## config.mk

```make
export PLATFORM = sky130hd
export DESIGN_NAME = dct_blk_ctrl_flat
export DESIGN_NICKNAME = d
export VERILOG_FILES = /design/src/rtl/dct_pkg.sv /design/src/rtl/dct_blk_ctrl_if.sv /design/src/rtl/dct_blk_ser.sv /design/src/rtl/dct_blk_ctrl.sv /design/src/flat_wrapper.sv
export SDC_FILE = /design/constraint.sdc
export NUM_CORES = 1
export LEC_CHECK = 0
export BUFFER_PORTS_ARGS = -buffer_cell sky130_fd_sc_hd__buf_2
export CAP_MARGIN = 20
export CORE_MARGIN = 3
export CORE_UTILIZATION = 37
export CTS_CLUSTER_DIAMETER = 30
export DETAILED_ROUTE_END_ITERATION = 6
export SLEW_MARGIN = 30
export SYNTH_ARGS = -nofsm -noshare
export SYNTH_HDL_FRONTEND = slang
export SYNTH_HIERARCHICAL = 1
export SYNTH_SLANG_ARGS = --single-unit
```

## constraint.sdc

```tcl
create_clock -name clk -period 7.55 [get_ports clk]
set_input_delay 1.1325 -clock clk [delete_from_list [all_inputs] [get_ports clk]]
set_output_delay 1.1325 -clock clk [all_outputs]
set_load 0.005 [all_outputs]
```

## src/rtl/dct_pkg.sv

```systemverilog
// Shared constants and FSM state encoding for the DCT block sequencer.
package dct_pkg;
  localparam int unsigned N_PT  = 8;
  localparam int unsigned IN_W  = 8;
  localparam int unsigned OUT_W = 19;
  localparam int unsigned IDX_W = 3;

  typedef enum logic {IDLE, COMPUTE} state_t;
endpackage

```

## src/rtl/dct_blk_ctrl_if.sv

```systemverilog
// Sample input stream and coefficient output stream of the DCT block sequencer.
interface dct_blk_ctrl_if;
  import dct_pkg::*;

  logic             in_valid;
  logic             in_ready;
  logic [IN_W-1:0]  in_data;
  logic             out_valid;
  logic             out_ready;
  logic [OUT_W-1:0] out_data;
  logic [IDX_W-1:0] out_idx;
  logic             out_last;

  modport master (
    output in_valid, in_data, out_ready,
    input  in_ready, out_valid, out_data, out_idx, out_last
  );

  modport slave (
    input  in_valid, in_data, out_ready,
    output in_ready, out_valid, out_data, out_idx, out_last
  );
endinterface

```

## src/rtl/dct_blk_ser.sv

```systemverilog
// Coefficient buffer and serializer: holds one block of DCT outputs and drains it Z0 first.
module dct_blk_ser
  import dct_pkg::*;
#(
  parameter int unsigned BLK_CNT_W = 16
) (
  input  logic                  clk,
  input  logic                  rst,
  input  logic                  load,
  input  logic [N_PT*OUT_W-1:0] z,
  input  logic                  out_ready,
  output logic                  out_valid,
  output logic [OUT_W-1:0]      out_data,
  output logic [IDX_W-1:0]      out_idx,
  output logic                  out_last,
  output logic                  full,
  output logic [BLK_CNT_W-1:0]  blk_cnt
);
  logic [OUT_W-1:0] obuf [N_PT];
  logic [IDX_W-1:0] rd_cnt;
  logic             out_full;
  logic             hs;

  assign hs = out_full && out_ready;

  always_ff @(posedge clk) begin
    if (rst) begin
      for (int unsigned k = 0; k < N_PT; k++) obuf[k] <= '0;
      rd_cnt   <= '0;
      out_full <= 1'b0;
      blk_cnt  <= '0;
    end else if (load) begin
      for (int unsigned k = 0; k < N_PT; k++) obuf[k] <= z[k*OUT_W +: OUT_W];
      rd_cnt   <= '0;
      out_full <= 1'b1;
    end else if (hs) begin
      rd_cnt <= rd_cnt + 1'b1;
      if (rd_cnt == IDX_W'(N_PT - 1)) begin
        out_full <= 1'b0;
        blk_cnt  <= blk_cnt + 1'b1;
      end
    end
  end

  assign out_valid = out_full;
  assign out_data  = obuf[rd_cnt];
  assign out_idx   = rd_cnt;
  assign out_last  = (rd_cnt == IDX_W'(N_PT - 1));
  assign full      = out_full;
endmodule

```

## src/rtl/dct_blk_ctrl.sv

```systemverilog
// DCT block sequencer: fills 8-sample blocks, launches the DCT array and hands results to the serializer.
module dct_blk_ctrl
  import dct_pkg::*;
#(
  parameter int unsigned DCT_LAT   = 1,
  parameter int unsigned BLK_CNT_W = 16
) (
  input  logic                  clk,
  input  logic                  rst,
  dct_blk_ctrl_if.slave         bus,
  input  logic                  flush,
  output logic [N_PT*IN_W-1:0]  dct_x,
  output logic                  dct_en,
  output logic                  dct_cs,
  input  logic [N_PT*OUT_W-1:0] dct_z,
  output logic                  busy,
  output logic [BLK_CNT_W-1:0]  blk_cnt
);
  localparam int unsigned CNT_W = (DCT_LAT > 1) ? $clog2(DCT_LAT) : 1;

  state_t           state, state_nxt;
  logic [IN_W-1:0]  ibuf [N_PT];
  logic [IDX_W-1:0] wr_cnt, wr_nxt;
  logic [CNT_W-1:0] cnt;
  logic             in_full, out_full;
  logic             accept, pad, launch, load;

  assign bus.in_ready = !in_full;
  assign accept       = bus.in_valid && !in_full;
  // Write pointer after any same-cycle accept; zero here means the block is empty or just completed.
  assign wr_nxt       = accept ? wr_cnt + 1'b1 : wr_cnt;
  assign pad          = flush && !in_full && (wr_nxt != '0);

  always_ff @(posedge clk) begin
    if (rst) begin
      wr_cnt  <= '0;
      in_full <= 1'b0;
    end else begin
      if (accept) ibuf[wr_cnt] <= bus.in_data;
      if (pad) begin
        for (int unsigned k = 0; k < N_PT; k++)
          if (IDX_W'(k) >= wr_nxt) ibuf[k] <= '0;
      end
      wr_cnt <= pad ? '0 : wr_nxt;
      if (launch)
        in_full <= 1'b0;
      else if (pad || (accept && wr_cnt == IDX_W'(N_PT - 1)))
        in_full <= 1'b1;
    end
  end

  always_ff @(posedge clk) begin
    if (rst) begin
      state <= IDLE;
      dct_x <= '0;
      cnt   <= '0;
    end else begin
      state <= state_nxt;
      if (launch) begin
        for (int unsigned k = 0; k < N_PT; k++) dct_x[k*IN_W +: IN_W] <= ibuf[k];
        cnt <= '0;
      end else if (state == COMPUTE) begin
        cnt <= cnt + 1'b1;
      end
    end
  end

  always_comb begin
    state_nxt = state;
    launch    = 1'b0;
    load      = 1'b0;
    dct_en    = 1'b0;
    case (state)
      IDLE: begin
        if (in_full && !out_full) begin
          launch    = 1'b1;
          state_nxt = COMPUTE;
        end
      end
      COMPUTE: begin
        dct_en = 1'b1;
        if (cnt == CNT_W'(DCT_LAT - 1)) begin
          load      = 1'b1;
          state_nxt = IDLE;
        end
      end
      default: state_nxt = IDLE;
    endcase
  end

  assign dct_cs = dct_en;
  assign busy   = in_full || (state == COMPUTE) || out_full;

  dct_blk_ser #(
    .BLK_CNT_W(BLK_CNT_W)
  ) u_ser (
    .clk      (clk),
    .rst      (rst),
    .load     (load),
    .z        (dct_z),
    .out_ready(bus.out_ready),
    .out_valid(bus.out_valid),
    .out_data (bus.out_data),
    .out_idx  (bus.out_idx),
    .out_last (bus.out_last),
    .full     (out_full),
    .blk_cnt  (blk_cnt)
  );
endmodule

```

## src/flat_wrapper.sv

```systemverilog
// flat-port wrapper written by rule: the top's interface ports become plain ports
module dct_blk_ctrl_flat import dct_pkg::*;
#(
  parameter int unsigned DCT_LAT   = 1,
  parameter int unsigned BLK_CNT_W = 16
)
  (clk, rst, flush, dct_x, dct_en, dct_cs, dct_z, busy, blk_cnt, bus_in_valid, bus_in_data, bus_out_ready, bus_in_ready, bus_out_valid, bus_out_data, bus_out_idx, bus_out_last);
  dct_blk_ctrl_if bus_i ();
  input  logic clk;
  input  logic rst;
  input  logic flush;
  output logic [N_PT*IN_W-1:0] dct_x;
  output logic dct_en;
  output logic dct_cs;
  input  logic [N_PT*OUT_W-1:0] dct_z;
  output logic busy;
  output logic [BLK_CNT_W-1:0] blk_cnt;
  input wire logic [$bits(bus_i.in_valid)-1:0] bus_in_valid;
  input wire logic [$bits(bus_i.in_data)-1:0] bus_in_data;
  input wire logic [$bits(bus_i.out_ready)-1:0] bus_out_ready;
  output wire logic [$bits(bus_i.in_ready)-1:0] bus_in_ready;
  output wire logic [$bits(bus_i.out_valid)-1:0] bus_out_valid;
  output wire logic [$bits(bus_i.out_data)-1:0] bus_out_data;
  output wire logic [$bits(bus_i.out_idx)-1:0] bus_out_idx;
  output wire logic [$bits(bus_i.out_last)-1:0] bus_out_last;
  assign bus_i.in_valid = bus_in_valid;
  assign bus_i.in_data = bus_in_data;
  assign bus_i.out_ready = bus_out_ready;
  assign bus_in_ready = bus_i.in_ready;
  assign bus_out_valid = bus_i.out_valid;
  assign bus_out_data = bus_i.out_data;
  assign bus_out_idx = bus_i.out_idx;
  assign bus_out_last = bus_i.out_last;
  dct_blk_ctrl #(.DCT_LAT(DCT_LAT), .BLK_CNT_W(BLK_CNT_W)) u_core (.clk(clk), .rst(rst), .bus(bus_i), .flush(flush), .dct_x(dct_x), .dct_en(dct_en), .dct_cs(dct_cs), .dct_z(dct_z), .busy(busy), .blk_cnt(blk_cnt));
endmodule
```

==> metrics.yaml, run 1 <==
outcome:
  status: "finished, final reports clean"
clocking:
  clock_latency_ns: 0.57
  hold_buffers: 0
  clockRootBuffer: "clkbuf_16"
  cts_setup_buffers: 0
  htreeDepth: 3
  cts_buffers: 72
  path_clk_slew_ns: 0.05
  cts_resized: 0
  cts_tree: "built"
  clkSinkCount: 309
  clk_path_buf_depth: 3
timing:
  finalCritPeriodShare: 0.501
  fmax_mhz: 264
  fin_crit_ns: 3.78
  setup_violations: 0
  finClkSkew_ns: 0.0221
  rsz0062_at_grt: "false"
  slew_headroom: 0.431
  hold_violations: 0
  setup_tns_ns: 0
  slew_violations: 0
  worstMarginPinSlew_ns: 0.853
floorplan:
  coreArea_um2: 33600
  io_pins: 273
  start_util: 0.377
  die_h_um: 191
  die-area_um2: 36500
  fp.dieW_um: 191
  rows: 67
synthesis:
  synth_warnings: 6
  synth.yosys.seq_area_share: 0.609
  synth_edf_count: 152
  ys_top_cells_by_area: "edfxtp_1 (36%), dfxtp_1 (25%), mux4_2 (6.9%), and2_1 (5.8%), nand2_1 (5.1%)"
  synthSimpleGateAreaFrac: 0.175
  ys_ff_latch: 309
  synthCells: 1074
  syn-num-nets: 1244
  synthMuxAreaShare: 0.122
  synth_top_flop_cell: "dfxtp_1"
  synth_top_family_by_area: "simple AND/OR/NAND/NOR gates"
  synth_common_cells: "nand2_1 (172), dfxtp_1 (157), edfxtp_1 (152)"
  synth_top_area_share: 0.360
  syn_area_per_cell_um2: 11.8
  synth_adder_area_share: 0.00494
  synthXorXnorAreaFrac: 0.00889
  async_reset_ff_frac: 0
  yosys.cell_count.top_type: "nand2_1"
  synth_compound_area_frac: 0.0537
  synthDistinctLibCells: 44
  yosysTopAreaCell: "edfxtp_1"
  syn_area_um2: 12700
place:
  place_congestion: 0.783
  dp_hpwl_mm: 22.7
  placed_area_um2: 14400
  port_buffers: 272
worst_setup_path:
  crit_required_ns: 6.42
  path_depth: 4
  critPathLaunchType: "flip-flop"
  critPathSlowestCell: "mux4_2"
  r2r_slack_ns: 4.81
  r2r_start: "u_core/state"
  rr_endpoint: "u_core/u_ser/obuf[3][15]"
  arrival_ns: 2.65
  critPathCaptureType: "output pin"
  crit_family: "multiplexers"
  slowest_delay_ns: 0.66
  worstPathCellList: "buf_4 -> mux4_2 -> mux2_2 -> buf_2"
  timing.reg2reg.worst_path_depth: 4
  endpoint: "bus_out_data[10]"
  path_buf_inv: 2
  crit_fanout: 38
  path_class: "flip-flop to output pin"
power_and_ir_drop:
  p_per_area_nw_per_um2: 321
  ir_drop_mv: 0.187
  leakagePower_nw: 6.83
finish:
  nFillCells: 3084
  nNetsFinal: 1525
  design_area_um2: 16800
  drive_above_1_share: 0.344
  synthToLayoutAreaGrowth_pct: 32.5
route:
  first_pass_iters: 4
  drt_wl_total_mm: 34.5
  drc: 0
  vias: 9065
  detail-route-antenna-nets: 0
  wire_per_inst_um: 18.5
  viasPerCell: 4.87
  drt_iter0_drc: 466
flow_run:
  maxCapViolCount: 0
global_routing:
  grt_pass1_vias: 9356
  grt_pass1_wl_mm: 52.1
  grtUsageTotal: 0.186
  globalRouteOverflowTotal: 0
  grt_max_degree: 115
  antenna_found_initial: 8
min_path:
  hp-class: "flip-flop to flip-flop"
how the worst min path moves through the flow:
stage	startpoint	end	slack, ns	cells past startpoint
6_report	u_core/dct_x[31]	u_core/dct_x[31]	0.45	2
5_1_grt	u_core/ibuf[1][4]	u_core/ibuf[1][4]	0.47	2
2_1_floorplan	u_core/ibuf[0][0]	u_core/dct_x[0]	0.43	2
4_1_cts	u_core/ibuf[3][3]	u_core/dct_x[27]	0.45	2
3_5_place_dp	u_core/dct_x[13]	u_core/dct_x[13]	0.44	2
3_3_place_gp	u_core/dct_x[24]	u_core/dct_x[24]	0.44	2
routing by layer:
layer / track usage / wire length, um / vias up / share of wire
met5: 0 / 68 / - / 0.0020
met4: 0.0810 / 1120 / 10 / 0.032
met3: 0.0647 / 2790 / 73 / 0.081
met2: 0.311 / 17000 / 289 / 0.49
met1: 0.219 / 13500 / 4359 / 0.39
li1: - / - / 4334 / -
metrics by stage:
stage	utilization	total power, W	setup slack, ns	std cells	hold WS [ns]
2_1_floorplan	-	0.00229	1.54	1074	0.428
3_3_place_gp	0.428	0.00244	3.93	1728	0.442
3_5_place_dp	0.428	0.00245	3.89	1728	0.445
4_1_cts	0.498	0.00546	3.66	1855	0.449
5_1_grt	0.499	0.00561	3.60	1859	0.469
6_report	0.499	0.00539	3.77	1863	0.448
layout by cell type, fill, tap and decap left out, drive strengths merged, types with 3 or more instances in the layout:
cell | Yosys | routed
xnor2 | 8 | 8
nor3 | 10 | 10
nand2 | 172 | 172
nand4 | 4 | 4
mux2 | 27 | 27
nand3 | 30 | 30
buf | 21 | 283
o21ai | 8 | 8
diode | 0 | 7
mux4 | 39 | 39
edfxtp | 152 | 152
clkinv | 0 | 27
dfxtp | 157 | 157
mux2i | 36 | 36
a21oi | 118 | 118
clkbuf | 55 | 84
xor2 | 4 | 4
and2 | 118 | 118
inv | 4 | 8
nor3b | 3 | 3
clkinvlp | 0 | 5
bufinv | 0 | 7
ha | 5 | 5
nor2b | 45 | 45
nor2 | 30 | 30
or3 | 11 | 11
sequential cells by signal, summed over array words and instances (netlist names), named ones only:
register	flops
u_core/u_ser/obuf	152
u_core/dct_x	64
u_core/ibuf	64
u_core/u_ser/blk_cnt	16
u_core/u_ser/out_idx	3
u_core/wr_cnt	3
u_core/cnt	1
u_core/in_full	1
u_core/state	1
u_core/u_ser/full	1
logic make-up after synthesis:
kind of cell,after synthesis
DFF,309
buffers and inverters,80
AOI/OAI and AO/OA,131
and+or+nand+nor,435
adders and majority gates,5
muxes,102
xor gates and xnor gates,12
worst reg2reg max path, stage by stage, from the launching register on:
cell     delay (ns)
dfxtp_1        0.50
nor2b_1        0.43
or2_4          0.52
buf_12         0.31
buf_4          0.58
layout make-up:
type,count,area (um2),area share
Antenna cell,7,17.5,0.00104
Clock buffer,84,1920,0.114
Sequential cell,309,7710,0.459
Inverter,4,15.0,0.000895
Tap cell,448,561,0.0334
Multi-Input combinational cell,685,4660,0.278
Timing Repair Buffer,283,1460,0.0872
Clock inverter,43,438,0.0261
where the power goes:
| part | internal (W) | switching (W) |
|---|---|---|
| Combinational | 0.000184 | 0.000256 |
| Clock | 0.00204 | 0.000926 |
| Sequential | 0.00192 | 0.0000607 |
| Total | 0.00414 | 0.00124 |
(Power assumes the default switching activity.)
==> inputs of run 2 (changes only) <==
==> constraint.sdc (replaced) <==
create_clock -name clk -period 3.4 [get_ports clk]
set_input_delay 0.51 -clock clk [delete_from_list [all_inputs] [get_ports clk]]
set_output_delay 0.51 -clock clk [all_outputs]
set_load 0.005 [all_outputs]
==> run 2 against run 1 <==
Effect of this change: clock skew increased by 0.0050 ns; hold slack got worse by 0.21 ns; sequential share of layout area hardly changed; clock-buffer cell count is 6 higher; critical path type unchanged; register-to-register slack worse by 3.8 ns; die area unchanged; cell area rose by 0.12%; setup slack worse by 3.4 ns.
==> metrics.yaml, run 2 (synthesis results as in run 1) <==
global_routing:
  grt_max_degree: 157  # +37%
  grtUsageTotal: 0.188  # +0.00116
  grt_pass1_vias: 9247  # -1.2%
  grt_pass1_wl_mm: 52.5  # +0.64%
  globalRouteOverflowTotal: 0  # unchanged
  antenna_found_initial: 15  # +7
timing:
  worstMarginPinSlew_ns: 0.991  # +0.138 ns
  slew_headroom: 0.340  # -0.0919
  setup_ws_ns: 0.408  # -3.36 ns
  finClkSkew_ns: 0.0271  # +0.00502 ns
  setup_tns_ns: 0  # unchanged
  fmax_mhz: 334
  slew_violations: 0  # unchanged
  hold_violations: 0  # unchanged
  setup_violations: 0  # unchanged
  finalCritPeriodShare: 0.880
  fin_crit_ns: 2.99
  rsz0062_at_grt: "false"
finish:
  final_cell_mix: "buf_2 (271), nand2_1 (172), dfxtp_1 (155)"
  largest_reg_flops: 152  # unchanged
  regMostFlops: "u_core/u_ser/obuf"
  design_area_um2: 16800  # +0.12%
  top_regs: "u_core/u_ser/obuf (152), u_core/dct_x (64), u_core/ibuf (64)"
  final_core_util: 0.500  # +0.000595
  nNetsFinal: 1524  # -0.066%
  drive_above_1_share: 0.338  # -0.00568
  final_common_cell: "buf_2"
  synthToLayoutAreaGrowth_pct: 32.7
floorplan:
  fp.dieW_um: 191  # unchanged
  coreArea_um2: 33600  # unchanged
  start_util: 0.377  # unchanged
  die-area_um2: 36500  # unchanged
  io_pins: 273  # unchanged
  rows: 67  # unchanged
  die_h_um: 191  # unchanged
route:
  viasPerCell: 4.93  # +1.3%
  drt_wl_total_mm: 35.5  # +2.8%
  drt_iter0_drc: 517  # +11%
  detail-route-antenna-nets: 0  # unchanged
  drc: 0  # unchanged
  first_pass_iters: 6  # +2
  vias: 9189  # +1.4%
  wire_per_inst_um: 19.0  # +2.8%
clocking:
  clkSinkCount: 309  # unchanged
  hold_buffers: 0  # unchanged
  clock_latency_ns: 0.56  # about the same
  cts_buffers: 71  # -1.4%
  htreeDepth: 3  # unchanged
  clockRootBuffer: "clkbuf_16"
  cts_setup_buffers: 0  # unchanged
  path_clk_slew_ns: 0.04  # about the same
  cts_resized: 0  # unchanged
  clk_path_buf_depth: 3  # unchanged
  cts_tree: "built"
place:
  place_congestion: 0.828  # +5.8%
  port_buffers: 272  # unchanged
  placed_area_um2: 14400  # +0.24%
  dp_hpwl_mm: 24.1  # +6.1%
  place_ws_ns: 0.916  # -2.98 ns
min_path:
  hp-class: "input pin to flip-flop"
power_and_ir_drop:
  leakagePower_nw: 6.83  # +0.10%
  ir_drop_mv: 0.405  # +120%
  p_per_area_nw_per_um2: 715  # +120%
worst_setup_path:
  critPathLaunchType: "flip-flop"
  crit_fanout: 28  # -26%
  endpoint: "bus_out_data[8]"
  timing.reg2reg.worst_path_depth: 5  # +1
  critPathCaptureType: "output pin"
  r2r_slack_ns: 0.96  # -3.85 ns
  rr_endpoint: "u_core/ibuf[3][1]"
  arrival_ns: 2.48  # -0.17 ns
  crit_required_ns: 2.89  # -3.53 ns
  path_class: "flip-flop to output pin"
  r2r_start: "u_core/wr_cnt[0]"
flow_run:
  maxCapViolCount: 0  # unchanged
outcome:
  status: "finished, final reports clean"
[run 2: cell count changes in the layout (fill, tap and decap cells not counted), sizes merged]
| cell | delta |
|---|---|
| inv | +2 |
| clkinvlp | -4 |
| diode | +1 |
| clkbuf | +6 |
| clkinv | -4 |
[run 2: final cells by class]
class / count / area [um2]
Tap cell: 448 / 561
Multi-Input combinational cell: 685 / 4660
Sequential cell: 309 / 7710
Fill cell: 3004 / 16800
Clock inverter: 37 / 423
Timing Repair Buffer: 283 / 1470
Inverter: 4 / 15.0
Clock buffer: 90 / 1940
Antenna cell: 8 / 20.0
[run 2: worst min path at each step]
| stage | from | to | cells after the start |
|---|---|---|---|
| 6_report | dct_z[82] | u_core/u_ser/obuf[4][6] | 2 |
| 5_1_grt | dct_z[2] | u_core/u_ser/obuf[0][2] | 2 |
| 4_1_cts | dct_z[23] | u_core/u_ser/obuf[1][4] | 2 |
| 3_5_place_dp | u_core/ibuf[0][4] | u_core/dct_x[4] | 2 |
| 3_3_place_gp | u_core/dct_x[22] | u_core/dct_x[22] | 2 |
| 2_1_floorplan | u_core/ibuf[0][0] | u_core/dct_x[0] | 2 |
[run 2: power by group]
group / internal (W) / total (W) / switching, W
logic: 0.000408 / 0.000966 / 0.000558
clock network: 0.00456 / 0.00663 / 0.00207
registers: 0.00427 / 0.00442 / 0.000155
total: 0.00923 / 0.0120 / 0.00279
[run 2: per-stage QoR]
stage / power [W] / instances / hold slack (ns)
2_1_floorplan: 0.00506 / 1074 / 0.428
3_3_place_gp: 0.00544 / 1729 / 0.441
3_5_place_dp: 0.00546 / 1729 / 0.440
4_1_cts: 0.0121 / 1856 / 0.208
5_1_grt: 0.0125 / 1861 / 0.216
6_report: 0.0120 / 1864 / 0.237
[run 2: metal layers]
metal	vias up	share of wire	global-route usage	wire (um)
met3	84	0.084	0.0646	2970
met1	4402	0.39	0.217	13700
li1	4350	-	-	-
met5	-	0.0030	0	107
met4	18	0.030	0.0799	1070
met2	335	0.50	0.317	17600
[run 2: critical path: stages (launching register included)]
cell,delay (ns)
dfxtp_2,0.58
buf_12,0.31
mux4_2,0.61
mux2_2,0.30
buf_2,0.13
==> inputs of run 3 (changes only) <==
--- a/config.mk
+++ b/config.mk
@@ -11,6 +11,7 @@
 export CORE_UTILIZATION = 37
 export CTS_CLUSTER_DIAMETER = 30
 export DETAILED_ROUTE_END_ITERATION = 6
+export PLACE_DENSITY_LB_ADDON = 0.15
 export SLEW_MARGIN = 30
 export SYNTH_ARGS = -nofsm -noshare
 export SYNTH_HDL_FRONTEND = slang
==> run 3 against run 2 <==
Effect of this change: flip-flop and latch count unchanged; non-clock buffer count is 5 higher; die area is the same.
==> metrics.yaml, run 3 (synthesis results as in run 1) <==
clocking:
  cts_resized: 0  # unchanged
  clk_path_buf_depth: 3  # unchanged
  clkSinkCount: 309  # unchanged
  clock_latency_ns: 0.56  # about the same
  cts_tree: "built"
  hold_buffers: 0  # unchanged
  path_clk_slew_ns: 0.04  # about the same
  cts_setup_buffers: 0  # unchanged
  cts_buffers: 79  # +11%
  htreeDepth: 3  # unchanged
  clockRootBuffer: "clkbuf_16"
timing:
  slew_headroom: 0.368  # +0.0280
  finalCritPeriodShare: 0.885  # +0.00524
  slew_violations: 0  # unchanged
  setup_tns_ns: 0  # unchanged
  finClkSkew_ns: 0.0264  # -0.000732 ns
  fin_crit_ns: 3.01  # +0.0178 ns
  setup_violations: 0  # unchanged
  rsz0062_at_grt: "false"
  hold_violations: 0  # unchanged
  holdWs_ns: 0.224  # -0.0134 ns
  fmax_mhz: 332  # -0.59%
  worstMarginPinSlew_ns: 0.949  # -0.0421 ns
worst_setup_path:
  crit_fanout: 22  # -21%
  worstPathCellList: "buf_4 -> mux4_2 -> mux2_2 -> buf_2"
  path_buf_inv: 2  # unchanged
  path_class: "flip-flop to output pin"
  critPathLaunchType: "flip-flop"
  r2r_slack_ns: 0.98  # +0.02 ns
  critPathCaptureType: "output pin"
  arrival_ns: 2.50  # +0.02 ns
  crit_family: "multiplexers"
  slowest_delay_ns: 0.63  # +0.02 ns
  critPathSlowestCell: "dfxtp_4"
  crit_required_ns: 2.89  # about the same
min_path:
  hp-class: "input pin to flip-flop"
floorplan:
  rows: 67  # unchanged
  die-area_um2: 36500  # unchanged
  die_h_um: 191  # unchanged
  start_util: 0.377  # unchanged
  fp.dieW_um: 191  # unchanged
  io_pins: 273  # unchanged
  coreArea_um2: 33600  # unchanged
finish:
  final_core_util: 0.507  # +0.00763
  final_cell_mix: "buf_2 (271), nand2_1 (172), dfxtp_1 (155)"
  regMostFlops: "u_core/u_ser/obuf"
  largest_reg_flops: 152  # unchanged
  synthToLayoutAreaGrowth_pct: 34.7
  nNetsFinal: 1537  # +0.85%
  final_common_cell: "buf_2"
  top_regs: "u_core/u_ser/obuf (152), u_core/dct_x (64), u_core/ibuf (64)"
  drive_above_1_share: 0.348  # +0.00997
power_and_ir_drop:
  p_per_area_nw_per_um2: 734  # +2.7%
  leakagePower_nw: 6.98  # +2.1%
  ir_drop_mv: 0.400  # -1.1%
  p_total_w: 0.0125  # +4.2%
outcome:
  status: "finished, final reports clean"
place:
  port_buffers: 272  # unchanged
  place_congestion: 0.808  # -2.4%
  dp_hpwl_mm: 22.6  # -6.3%
route:
  wire_per_inst_um: 18.5  # -2.6%
  drc: 0  # unchanged
  viasPerCell: 4.86  # -1.4%
  first_pass_iters: 4  # -2
  drt_iter0_drc: 525  # +1.5%
  vias: 9123  # -0.72%
  detail-route-antenna-nets: 0  # unchanged
  drt_wl_total_mm: 34.8  # -1.9%
global_routing:
  antenna_found_initial: 2  # -13
  globalRouteOverflowTotal: 0  # unchanged
  grt_pass1_vias: 9388  # +1.5%
  grt_max_degree: 115  # -27%
  grtUsageTotal: 0.189  # +0.00148
  grt_pass1_wl_mm: 53.7  # +2.4%
flow_run:
  maxCapViolCount: 0  # unchanged
-- run 3: cell types whose count changed in the layout (fill, tap and decap cells not counted), moves of 2 or more --
cell        change
buf_4           +4
clkbuf_16       +9
clkbuf_8        +5
clkinv_2        +5
clkinv_4        -2
clkinvlp_4      +4
diode_2         -7
inv_16          -2
-- run 3: final cells by class --
class / instances / area, um2
fillers: 3045 / 16600
flip-flops and latches: 309 / 7710
multi-input cells: 685 / 4650
clock buffers: 103 / 2230
repair buffers: 288 / 1510
well taps: 448 / 561
clock inverters: 39 / 370
inverters: 4 / 15.0
diodes: 1 / 2.50
-- run 3: path summary, 6_finish.rpt --
| path | depth (start not counted) | end | from |
|---|---|---|---|
| max reg2reg | 5 | u_core/ibuf[3][2] | u_core/wr_cnt[0] |
| max | 4 | bus_out_data[17] | flip-flop |
| min | 2 | u_core/u_ser/obuf[4][1] | dct_z[77] |
| min reg2reg | 2 | u_core/dct_x[4] | u_core/ibuf[0][4] |
-- run 3: metal layers --
metal / GRT usage / vias to the layer above / wire length, um
met5: 0 / - / 13
met4: 0.0573 / 2 / 643
met1: 0.246 / 4408 / 15100
met2: 0.310 / 287 / 16700
met3: 0.0506 / 56 / 2320
li1: - / 4370 / -
-- run 3: through the flow --
step / instance area (um2) / instances / setup WS (ns)
finish: 17100 / 1877 / 0.390
global route: 17100 / 1876 / 0.219
CTS: 17100 / 1876 / 0.292
detailed placement: 14400 / 1734 / 0.903
global placement: 14400 / 1734 / 0.930
floorplan: 12700 / 1074 / 0.165
-- run 3: where the power goes --
part	switching (W)	internal (W)	total, W
registers	0.000150	0.00426	0.00441
clock network	0.00213	0.00501	0.00714
logic	0.000552	0.000416	0.000968
total	0.00283	0.00969	0.0125
